File: config.mk
export PLATFORM = sky130hd
export DESIGN_NAME = axi_rd_arbiter
export DESIGN_NICKNAME = d
export VERILOG_FILES = /design/src/rtl/axi_rd_arbiter.sv
export SDC_FILE = /design/constraint.sdc
export NUM_CORES = 1
export LEC_CHECK = 0
export BUFFER_PORTS_ARGS = -buffer_cell sky130_fd_sc_hd__buf_4
export CAP_MARGIN = 10
export CORE_AREA = 5 5 134 136
export DETAILED_ROUTE_END_ITERATION = 16
export DIE_AREA = 0 0 139 141
export GPL_TIMING_DRIVEN = 1
export PLACE_DENSITY_LB_ADDON = 0.2
export SLEW_MARGIN = 10
export SYNTH_ARGS = -nofsm -noshare
export SYNTH_HDL_FRONTEND = slang
export SYNTH_SLANG_ARGS = --single-unit
File: constraint.sdc
create_clock -name clk_100Mhz -period 3.14 [get_ports clk_100Mhz]
set_clock_uncertainty 0.15 [all_clocks]
set_input_delay 0.314 -clock clk_100Mhz [delete_from_list [all_inputs] [get_ports clk_100Mhz]]
set_output_delay 0.314 -clock clk_100Mhz [all_outputs]
set_load 0.005 [all_outputs]
File: src/rtl/axi_rd_arbiter.sv
// Two-port AXI4 read arbiter sharing one DDR AR/R channel.
// One burst in flight; R beats are steered to the granted port only.
module axi_rd_arbiter #(
    parameter int ADDR_W     = 32,
    parameter int DATA_W     = 64,
    parameter int FIXED_PRIO = 0
) (
    input  logic              clk_100Mhz,
    input  logic              rst_n,
    input  logic [ADDR_W-1:0] s0_araddr,
    input  logic [7:0]        s0_arlen,
    input  logic [2:0]        s0_arsize,
    input  logic [1:0]        s0_arburst,
    input  logic              s0_arvalid,
    output logic              s0_arready,
    output logic [DATA_W-1:0] s0_rdata,
    output logic [1:0]        s0_rresp,
    output logic              s0_rlast,
    output logic              s0_rvalid,
    input  logic              s0_rready,
    input  logic [ADDR_W-1:0] s1_araddr,
    input  logic [7:0]        s1_arlen,
    input  logic [2:0]        s1_arsize,
    input  logic [1:0]        s1_arburst,
    input  logic              s1_arvalid,
    output logic              s1_arready,
    output logic [DATA_W-1:0] s1_rdata,
    output logic [1:0]        s1_rresp,
    output logic              s1_rlast,
    output logic              s1_rvalid,
    input  logic              s1_rready,
    output logic [ADDR_W-1:0] m_araddr,
    output logic [7:0]        m_arlen,
    output logic [2:0]        m_arsize,
    output logic [1:0]        m_arburst,
    output logic              m_arvalid,
    input  logic              m_arready,
    input  logic [DATA_W-1:0] m_rdata,
    input  logic [1:0]        m_rresp,
    input  logic              m_rlast,
    input  logic              m_rvalid,
    output logic              m_rready,
    output logic              grant,
    output logic              busy,
    output logic              len_err
);

    typedef enum logic [1:0] {
        IDLE,
        ADDR,
        DATA
    } state_t;

    state_t     state;
    state_t     state_nxt;
    logic       last_grant;
    logic [8:0] beat_cnt;
    logic       pick;
    logic       win;
    logic       beat;
    logic       in_data;

    always_comb begin
        state_nxt  = state;
        pick       = 1'b0;
        win        = 1'b0;
        beat       = 1'b0;
        s0_arready = 1'b0;
        s1_arready = 1'b0;
        s0_rvalid  = 1'b0;
        s1_rvalid  = 1'b0;
        m_rready   = 1'b0;
        unique case (state)
            IDLE: begin
                if (s0_arvalid || s1_arvalid) begin
                    pick      = 1'b1;
                    state_nxt = ADDR;
                    if (s0_arvalid && s1_arvalid)
                        win = (FIXED_PRIO != 0) ? 1'b0 : ~last_grant;
                    else
                        win = s1_arvalid;
                end
            end
            ADDR: begin
                s0_arready = m_arready & ~grant;
                s1_arready = m_arready & grant;
                if (m_arvalid && m_arready)
                    state_nxt = DATA;
            end
            DATA: begin
                m_rready  = grant ? s1_rready : s0_rready;
                s0_rvalid = m_rvalid & ~grant;
                s1_rvalid = m_rvalid & grant;
                beat      = m_rvalid & (grant ? s1_rready : s0_rready);
                if (beat && m_rlast)
                    state_nxt = IDLE;
            end
            default: state_nxt = IDLE;
        endcase
    end

    always_ff @(posedge clk_100Mhz or negedge rst_n) begin
        if (!rst_n)
            state <= IDLE;
        else
            state <= state_nxt;
    end

    always_ff @(posedge clk_100Mhz or negedge rst_n) begin
        if (!rst_n) begin
            m_araddr   <= '0;
            m_arlen    <= '0;
            m_arsize   <= '0;
            m_arburst  <= '0;
            m_arvalid  <= 1'b0;
            grant      <= 1'b0;
            last_grant <= 1'b1;
            beat_cnt   <= '0;
            len_err    <= 1'b0;
        end else begin
            if (pick) begin
                m_araddr  <= win ? s1_araddr : s0_araddr;
                m_arlen   <= win ? s1_arlen : s0_arlen;
                m_arsize  <= win ? s1_arsize : s0_arsize;
                m_arburst <= win ? s1_arburst : s0_arburst;
                m_arvalid <= 1'b1;
                grant     <= win;
                beat_cnt  <= '0;
            end
            if (state == ADDR && m_arready)
                m_arvalid <= 1'b0;
            if (beat) begin
                // Saturate so a runaway DDR burst cannot alias a short one
                if (beat_cnt != 9'h1FF)
                    beat_cnt <= beat_cnt + 9'd1;
                if (m_rlast) begin
                    last_grant <= grant;
                    if (beat_cnt != {1'b0, m_arlen})
                        len_err <= 1'b1;
                end else if (beat_cnt == {1'b0, m_arlen}) begin
                    len_err <= 1'b1;
                end
            end
        end
    end

    assign in_data  = (state == DATA);
    assign busy     = (state != IDLE);
    assign s0_rdata = in_data ? m_rdata : '0;
    assign s1_rdata = in_data ? m_rdata : '0;
    assign s0_rresp = in_data ? m_rresp : 2'b00;
    assign s1_rresp = in_data ? m_rresp : 2'b00;
    assign s0_rlast = in_data & m_rlast;
    assign s1_rlast = in_data & m_rlast;

endmodule

==> results of run 1 <==
[synthesized netlist by cell type]
| cell | number |
|---|---|
| clkbuf_1 | 17 |
| ha_1 | 2 |
| nor3_1 | 2 |
| o21bai_1 | 1 |
| or4_1 | 2 |
| or3_1 | 2 |
| or3b_2 | 1 |
| mux2_2 | 1 |
| nand3b_1 | 1 |
| nor4b_1 | 1 |
| nand3_1 | 9 |
| dfstp_2 | 1 |
| xor2_1 | 8 |
| o21ai_0 | 49 |
| nand4_1 | 1 |
| buf_2 | 5 |
| buf_4 | 67 |
| a21oi_1 | 3 |
| and2_1 | 67 |
| nor2_1 | 9 |
| o31ai_1 | 2 |
| o21ai_1 | 1 |
| buf_1 | 2 |
| xnor2_1 | 2 |
| nor2b_1 | 3 |
| mux2i_1 | 48 |
| nor4_1 | 3 |
| nand2_1 | 60 |
| dfrtp_1 | 59 |
| nand2b_1 | 1 |
| and3_1 | 2 |
| inv_1 | 3 |
| and4_1 | 1 |
[metal layers]
metal  vias to the layer above  global-route usage [%]  share of wire [%]
met5                         -                       0                  0
met1                      1823                    17.0                 36
met2                       222                    29.7                 53
met3                        21                    5.56                8.7
met4                         0                    5.46                2.0
li1                       1936                       -                  -
[power groups by stage]
stage	registers [mW]	logic [mW]	clock network, mW
after floorplan	1.34	1.27	0
after global placement	1.37	2.61	0
after detailed placement	1.38	2.64	0
after CTS	1.38	2.64	0.976
after global routing	1.42	2.85	1.01
final	1.36	2.57	0.946
[tightest hold or removal path: stages]
cell	delay (ns)
buf_4	0.10
nand3_1	0.07
nand2_1	0.07
[registers in the layout, indices dropped and copies added, names as in the netlist]
signal	flops
grant	1
m_arburst	2
m_arvalid	1
m_arsize	3
state	2
m_arlen	8
m_araddr	32
last_grant	1
len_err	1
beat_cnt	9
[area by class of cell]
class / instances / area share, %
sequential: 60 / 22.9
clock inverter: 4 / 0.343
tap: 225 / 4.29
clock buffer: 12 / 4.06
timing repair buffer: 358 / 41.2
multi-input combinational: 282 / 27.1
inverter: 3 / 0.171
[stage by stage]
stage | hold WS [ns] | total power, mW | setup WS (ns) | instances | utilization (%)
2_1_floorplan | -0.132 | 2.61 | 0.838 | 436 | -
3_3_place_gp | 0.299 | 3.97 | 0.751 | 927 | 37.3
3_5_place_dp | 0.303 | 4.02 | 0.707 | 927 | 37.3
4_1_cts | 0.107 | 4.99 | 0.583 | 944 | 39.1
5_1_grt | 0.117 | 5.28 | 0.460 | 944 | 39.1
6_report | 0.113 | 4.88 | 0.629 | 944 | 39.1
[timing repair]
item                                    4_1_cts  5_1_grt
hold buffers                                  1        0
endpoints found under the hold margin        59        0
endpoints found under the setup margin        0        0
[worst paths after layout]
| kind | startpoint | endpoint | slack [ns] | cells after the start |
|---|---|---|---|---|
| max | state[1]$_DFFE_PN0P_ | s0_rdata[59] | 0.63 | 4 |
| min | m_arready | state[1]$_DFFE_PN0P_ | 0.11 | 3 |
| max reg2reg | beat_cnt[0]$_DFF_PN0_ | beat_cnt[6]$_DFF_PN0_ | 0.65 | 7 |
| min reg2reg | m_araddr[6]$_DFFE_PN0P_ | m_araddr[6]$_DFFE_PN0P_ | 0.33 | 2 |
| max in group asynchronous | rst_n | m_araddr[24]$_DFFE_PN0P_ | 1.86 | 2 |
| min in group asynchronous | rst_n | m_araddr[9]$_DFFE_PN0P_ | 0.46 | 2 |
[cell families after synthesis]
logic type / after synthesis / share of synthesized area [%]
xor gates and xnor gates: 10 / 2.27
AOI/OAI and AO/OA: 56 / 7.45
adders and majority gates: 2 / 0.648
DFF: 60 / 38.9
and+or+nand+nor: 165 / 22.2
buffers and inverters: 94 / 15.8
muxes: 49 / 12.7
==> results.ini, run 1 <==
[grt]
antenna_found_initial=0
track_usage_pct=16.1
grt_pass1_vias=4247
globalRoute.totalOverflow=0
grt_first_pass_wirelength_um=24500
grt_max_degree=61

[floorplan]
io_pins=353
die_x_um=139
start_util_pct=23.0
core_um2=16800
die_area_um2=19600
die_h_um=141
rows=48

[cts]
clockRootBuffer=clkbuf_16
clkSinkCount=60
numCtsBuffers=9
clkTransAtPathRegs_ns=0.05
cts_setup_buffers=0
post_cts_resized=0
clk_path_buf_depth=2
clkLatencyLatePin_ns=0.33
htree_levels=3
cts_tree=yes

[power_and_ir_drop]
combPwrFrac_pct=52.6
p_seq_share_pct=28.0
p_per_area_nw_per_um2=742
clkPwrFrac_pct=19.4
internal-power_mw=3.08
ir_drop_uv=343
switching_share_pct=36.8
p_leak_nw=3.69
p_switching_mw=1.80

[timing]
max_freq_mhz=398
slew_violations=0
setup_viol=0
rsz0062_at_grt=false
fin_tns_setup_ns=0
fin_crit_ns=2.51
tightest_slew_ns=0.881
hold_viol_final=0
relSlewSlack_pct=41.3
min_period_over_period_pct=80.0

[worst_setup_path]
worstPathCellList=nor2b_4, buf_4, and2_1, buf_4
worst-path-buf-inv=2
critPathTopFamily=simple AND/OR/NAND/NOR gates
worstSetupStartpointType=register
worst_path_max_delay_cell=nor2b_4
path_class=reg2out
crit_arrival_ns=2.05
cp_max_fo=53
crit_top_cell=buf_4
crit_path_max_incr_delay_ns=0.74
cp-end-kind=output port
critical_path_required_ns=2.68

[placement]
placed_area_um2=6270
hpwl_um=13600
portBuffers=352
gp_congestion=0.978

[layout]
seqCellArea_um2=1500
final_cell_mix=buf_4 (356), and2_1 (67), nand2_1 (60)
multi_input_area_um2=1780
final_common_cell=buf_4
area_growth_syn_to_layout_pct=70.0
n_fill_cell=1745
drive_gt1_share_pct=52.7
fin_nets=881
design_area_um2=6570
antenna-diode-count=0

[synthesis]
netlist_instances=436
ys.warnings.count=0
synth_top_area_cell=dfrtp_1
synth.distinct_cells=33
netlist_top_cells_area=dfrtp_1 (38%), buf_4 (13%), mux2i_1 (12%), and2_1 (11%), o21ai_0 (6.3%)
synth_top_area_share_pct=38.2
synth.yosys.seq_area_share_pct=38.9
synth.cell_area_um2=3860
synth_nets=603
syn_avg_cell_area_um2=8.86
ys_seq_elements=60

[detailed_routing]
wire_per_inst_um=17.4
drc=0
drt_wl_total_um=16500
antenna_left=0
drt_iter0_markers=101
dr.pass1.iters=4
vias=4002
vias_per_cell=4.24

[worst_hold_path]
hp-class=in2reg

[outcome]
status=finished, final reports clean

[run]
maxCapViolCount=0

Note: power is estimated with default switching activity, not from simulation.
==> inputs of run 2 (changes only) <==
==> constraint.sdc (replaced) <==
create_clock -name clk_100Mhz -period 2.6 [get_ports clk_100Mhz]
set_clock_uncertainty 0.15 [all_clocks]
set_input_delay 0.26 -clock clk_100Mhz [delete_from_list [all_inputs] [get_ports clk_100Mhz]]
set_output_delay 0.26 -clock clk_100Mhz [all_outputs]
set_load 0.005 [all_outputs]
==> run 2 against run 1 <==
Sequential share of layout area is essentially flat. Combinational power grew 21%. Die area is the same. Power grew 21%. Routed wire length shrank 1.7%. Non-clock buffer count is the same. Worst setup slack lost 0.44 ns. Via count shrank 0.95%. Cell count shrank 0.11%. Hold slack lost 0.063 ns. Clock power grew 23%. Critical path type is now reg2reg.
==> results.ini, run 2 (synthesized netlist as in run 1, its figures left out) <==
[grt]
antenna_found_initial=0  ; unchanged
grt_max_degree=100  ; +64%
globalRoute.totalOverflow=0  ; unchanged
grt_first_pass_wirelength_um=24400  ; -0.36%
grt_pass1_vias=4219  ; -0.66%
track_usage_pct=15.9  ; -0.13 points

[cts]
clockRootBuffer=clkbuf_16
postCtsHoldBufs=1  ; unchanged
htree_levels=3  ; unchanged
clk_path_buf_depth=2  ; unchanged
clkTransAtPathRegs_ns=0.05  ; about the same
numCtsBuffers=9  ; unchanged
cts_tree=yes
post_cts_resized=0  ; unchanged
clkLatencyLatePin_ns=0.33  ; about the same
cts_setup_buffers=0  ; unchanged
clkSinkCount=60  ; unchanged

[floorplan]
die_x_um=139  ; unchanged
die_h_um=141  ; unchanged
core_um2=16800  ; unchanged
rows=48  ; unchanged
die_area_um2=19600  ; unchanged
io_pins=353  ; unchanged
start_util_pct=23.0  ; unchanged

[worst_hold_path]
hold_depth=3  ; unchanged
worstHoldStart=m_arready
hp-class=in2reg
whs_endpoint=state[1]$_DFFE_PN0P_

[layout]
final_common_cell=buf_4
area_growth_syn_to_layout_pct=70.3
final_cell_mix=buf_4 (355), and2_1 (67), nand2_1 (60)
design_area_um2=6580  ; +0.13%
max_flop_register=m_araddr
top_regs=m_araddr (32), beat_cnt (9), m_arlen (8)
largest_reg_flops=32  ; unchanged
drive_gt1_share_pct=52.2  ; -0.48 points
fin_nets=881  ; unchanged
antenna-diode-count=0  ; unchanged

[detailed_routing]
drt_wl_total_um=16200  ; -1.7%
vias_per_cell=4.20  ; -0.84%
drc=0  ; unchanged
drt_iter0_markers=85  ; -16%
antenna_left=0  ; unchanged
wire_per_inst_um=17.2  ; -1.6%
vias=3964  ; -0.95%
dr.pass1.iters=4  ; unchanged

[worst_setup_path]
critical_path_required_ns=2.70  ; +0.02 ns
crit_path_max_incr_delay_ns=0.52  ; -0.22 ns
worstSetupStartpointType=register
r2r_cells=7  ; unchanged
cp-startpoint=beat_cnt[0]$_DFF_PN0_
worst_path_max_delay_cell=or4_1
worstPathCellList=ha_1, nand3_1, nor2_1, ha_1, or3_1, or4_1, a21oi_1
crit_top_cell=ha_1
path_class=reg2reg
ff2ff_setup_slack_ns=0.19  ; -0.46 ns
timing.rr.end=beat_cnt[7]$_DFF_PN0_
critPathTopFamily=simple AND/OR/NAND/NOR gates
r2r-start=beat_cnt[0]$_DFF_PN0_
cp_max_fo=5  ; -91%
worst-path-buf-inv=0  ; -2
crit_arrival_ns=2.51  ; +0.46 ns
cp_num_cells=7  ; +3
cp-end-kind=register

[timing]
fin_crit_ns=2.41
max_freq_mhz=415
tightest_slew_ns=0.779  ; -0.102 ns
setup_viol=0  ; unchanged
relSlewSlack_pct=48.1  ; +6.8 points
hold_viol_final=0  ; unchanged
fin_tns_setup_ns=0  ; unchanged
rsz0062_at_grt=false
slew_violations=0  ; unchanged
min_period_over_period_pct=92.7

[placement]
placed_area_um2=6280  ; +0.20%
hpwl_um=13400  ; -1.5%
gp_congestion=0.996  ; +1.8%
portBuffers=352  ; unchanged

[power_and_ir_drop]
p_total_mw=5.90  ; +21%
p_per_area_nw_per_um2=898  ; +21%
p_leak_nw=3.69  ; about the same
ir_drop_uv=469  ; +37%

[run]
maxCapViolCount=0  ; unchanged

[outcome]
status=finished, final reports clean

## run 2: power breakdown
part | switching [mW] | internal [mW]
Sequential | 0.300 | 1.35
Combinational | 1.45 | 1.65
Clock | 0.397 | 0.761
Total | 2.15 | 3.75
## run 2: cell type report
type	instances	area (µm²)
Clock inverter	2	35.0
Inverter	3	11.3
Sequential cell	60	1500
Multi-Input combinational cell	282	1780
Timing Repair Buffer	358	2720
Tap cell	225	282
Clock buffer	13	250
Fill cell	1735	10200
## run 2: routing by layer
metal | GRT usage [%] | vias up | part of all wire [%] | wire, µm
li1 | - | 1939 | - | -
met1 | 17.5 | 1777 | 37 | 5980
met2 | 29.1 | 225 | 53 | 8500
met3 | 4.82 | 23 | 8.3 | 1350
met4 | 5.66 | 0 | 2.2 | 359
met5 | 0 | - | 0 | 0
## run 2: how the worst max path moves through the flow
stage,to
6_report,beat_cnt[7]$_DFF_PN0_
3_3_place_gp,beat_cnt[7]$_DFF_PN0_
3_5_place_dp,beat_cnt[7]$_DFF_PN0_
4_1_cts,beat_cnt[7]$_DFF_PN0_
5_1_grt,beat_cnt[7]$_DFF_PN0_
2_1_floorplan,beat_cnt[7]$_DFF_PN0_
## run 2: stage by stage
stage,hold WS [ns],util [%],cells,setup WS [ns]
finish,0.0494,39.1,943,0.190
CTS,0.0532,39.1,943,0.186
floorplan,-0.186,-,436,0.298
global placement,0.239,37.4,927,0.294
detailed placement,0.254,37.4,927,0.222
global route,0.0539,39.1,943,0.0481
## run 2: worst reg2reg max path, stage by stage (launching register included)
cell     delay [ns]
dfrtp_1        0.42
ha_1           0.25
nand3_1        0.09
nor2_1         0.05
ha_1           0.22
or3_1          0.46
or4_1          0.52
a21oi_1        0.17
==> inputs of run 3 (changes only) <==
==> constraint.sdc (replaced) <==
create_clock -name clk_100Mhz -period 2.55 [get_ports clk_100Mhz]
set_clock_uncertainty 0.15 [all_clocks]
set_input_delay 0.255 -clock clk_100Mhz [delete_from_list [all_inputs] [get_ports clk_100Mhz]]
set_output_delay 0.255 -clock clk_100Mhz [all_outputs]
set_load 0.005 [all_outputs]
==> run 3 against run 2 <==
Power is 0.83% higher. Non-clock buffer count stayed put. Core utilization is 0.089 points lower. Critical path type unchanged. Critical endpoint unchanged. Highest routed layer unchanged.
==> results.ini, run 3 (synthesized netlist as in run 1, its figures left out) <==
[detailed_routing]
vias=4008  ; +1.1%
drt_iter0_markers=89  ; +4.7%
dr.pass1.iters=4  ; unchanged
drt_wl_total_um=16300  ; +0.63%
antenna_left=0  ; unchanged
vias_per_cell=4.25  ; +1.0%
drc=0  ; unchanged
wire_per_inst_um=17.2  ; +0.52%

[layout]
n_fill_cell=1751  ; +0.92%
fin_nets=881  ; unchanged
antenna-diode-count=0  ; unchanged
max_flop_register=m_araddr
post-route-util_pct=39.0  ; -0.089 points
drive_gt1_share_pct=52.6  ; +0.34 points
final_common_cell=buf_4
final_cell_mix=buf_4 (355), and2_1 (67), nand2_1 (60)
top_regs=m_araddr (32), beat_cnt (9), m_arlen (8)
design_area_um2=6560  ; -0.23%
area_growth_syn_to_layout_pct=69.9
largest_reg_flops=32  ; unchanged

[grt]
track_usage_pct=15.8  ; -0.17 points
grt_first_pass_wirelength_um=24000  ; -1.6%
grt_max_degree=71  ; -29%
globalRoute.totalOverflow=0  ; unchanged
antenna_found_initial=0  ; unchanged
grt_pass1_vias=4123  ; -2.3%

[floorplan]
rows=48  ; unchanged
core_um2=16800  ; unchanged
die_area_um2=19600  ; unchanged
io_pins=353  ; unchanged
die_h_um=141  ; unchanged
die_x_um=139  ; unchanged
start_util_pct=23.0  ; unchanged

[power_and_ir_drop]
clkPwrFrac_pct=18.6  ; -1.0 points
p_switching_mw=2.22  ; +3.4%
p_leak_nw=3.69  ; -0.14%
switching_share_pct=37.3  ; +0.93 points
internal-power_mw=3.73  ; -0.65%
p_total_mw=5.95  ; +0.83%
p_seq_share_pct=28.2  ; +0.3 points
combPwrFrac_pct=53.2  ; +0.7 points
ir_drop_uv=498  ; +6.1%
p_per_area_nw_per_um2=907  ; +1.1%

[timing]
slew_violations=0  ; unchanged
setup_viol=0  ; unchanged
fin_tns_setup_ns=0  ; unchanged
tightest_slew_ns=0.874  ; +0.0948 ns
rsz0062_at_grt=false
fin_crit_ns=2.41  ; +0.00440 ns
relSlewSlack_pct=41.5  ; -6.5 points
min_period_over_period_pct=94.7  ; +2.0 points
hold_viol_final=0  ; unchanged
max_freq_mhz=414  ; -0.18%

[cts]
clk_path_buf_depth=2  ; unchanged
clkLatencyLatePin_ns=0.32  ; about the same
clockRootBuffer=clkbuf_16
cts_tree=yes
clkSinkCount=60  ; unchanged
clkTransAtPathRegs_ns=0.05  ; about the same
post_cts_resized=0  ; unchanged
htree_levels=3  ; unchanged
numCtsBuffers=9  ; unchanged

[worst_hold_path]
whs_endpoint=state[1]$_DFFE_PN0P_
hold_depth=3  ; unchanged
hp-class=in2reg
worstHoldStart=m_arready

[placement]
portBuffers=352  ; unchanged
placed_area_um2=6280  ; unchanged
hpwl_um=13500  ; +0.88%
gp_congestion=0.992  ; -0.40%

[worst_setup_path]
ff2ff_setup_slack_ns=0.14  ; -0.05 ns
crit_arrival_ns=2.50  ; about the same
cp-end-kind=register
r2r_cells=7  ; unchanged
worstSetupStartpointType=register
cp_max_fo=5  ; unchanged
timing.rr.end=beat_cnt[7]$_DFF_PN0_
r2r-start=beat_cnt[0]$_DFF_PN0_
critical_path_required_ns=2.64  ; -0.06 ns
path_class=reg2reg

[outcome]
status=finished, final reports clean

[run]
maxCapViolCount=0  ; unchanged

-- run 3: cell count changes in the layout (fill, tap and decap cells not counted) --
cell,delta
clkinvlp_4,+1
clkbuf_1,-2
bufinv_16,-1
clkinv_2,+3
-- run 3: final cells by class --
class | count | area (µm²) | share of cell area [%]
multi-input combinational | 282 | 1780 | 27.1
timing repair buffer | 358 | 2720 | 41.4
tap | 225 | 282 | 4.29
clock buffer | 11 | 243 | 3.70
clock inverter | 5 | 27.5 | 0.420
inverter | 3 | 11.3 | 0.172
sequential | 60 | 1500 | 22.9
-- run 3: routing by layer --
layer  vias to the layer above  share of wire [%]  global-route usage (%)
met5                         -                  0                       0
met4                         0                2.8                    6.23
met3                        24                8.8                    5.09
met2                       228                 52                    28.3
met1                      1811                 37                    17.3
li1                       1945                  -                       -
-- run 3: metrics by stage --
step           setup WS [ns]  hold slack [ns]  std cells
6_report               0.136           0.0587        944
5_1_grt              0.00296           0.0632        944
4_1_cts                0.151           0.0491        944
3_5_place_dp           0.171            0.238        927
3_3_place_gp           0.265            0.237        927
2_1_floorplan          0.248           -0.191        436
-- run 3: worst max-delay path by stage --
stage | from | to | slack (ns) | depth (start not counted)
5_1_grt | beat_cnt[0]$_DFF_PN0_ | beat_cnt[7]$_DFF_PN0_ | 0.003 | 7
4_1_cts | beat_cnt[0]$_DFF_PN0_ | beat_cnt[7]$_DFF_PN0_ | 0.15 | 7
2_1_floorplan | beat_cnt[0]$_DFF_PN0_ | beat_cnt[7]$_DFF_PN0_ | 0.25 | 8
3_5_place_dp | beat_cnt[0]$_DFF_PN0_ | beat_cnt[7]$_DFF_PN0_ | 0.17 | 7
3_3_place_gp | beat_cnt[0]$_DFF_PN0_ | beat_cnt[7]$_DFF_PN0_ | 0.26 | 7
6_report | beat_cnt[0]$_DFF_PN0_ | beat_cnt[7]$_DFF_PN0_ | 0.14 | 7
-- run 3: timing repair --
| item | CTS | global route |
|---|---|---|
| hold endpoints to repair | 59 | 0 |
| hold buffers | 1 | 0 |
| setup buffers | 0 | 0 |
-- run 3: worst max-delay path, stage by stage, from the launching register on --
cell     delay [ns]
dfrtp_1        0.42
ha_1           0.25
nand3_1        0.09
nor2_1         0.04
ha_1           0.22
or3_1          0.44
or4_1          0.51
a21oi_1        0.19
-- run 3: power groups by stage --
stage	Combinational (mW)	Clock, mW	Sequential [mW]
6_report	3.16	1.11	1.68
5_1_grt	3.49	1.19	1.75
4_1_cts	3.25	1.15	1.70
3_5_place_dp	3.25	0	1.70
3_3_place_gp	3.22	0	1.68
2_1_floorplan	1.56	0	1.65
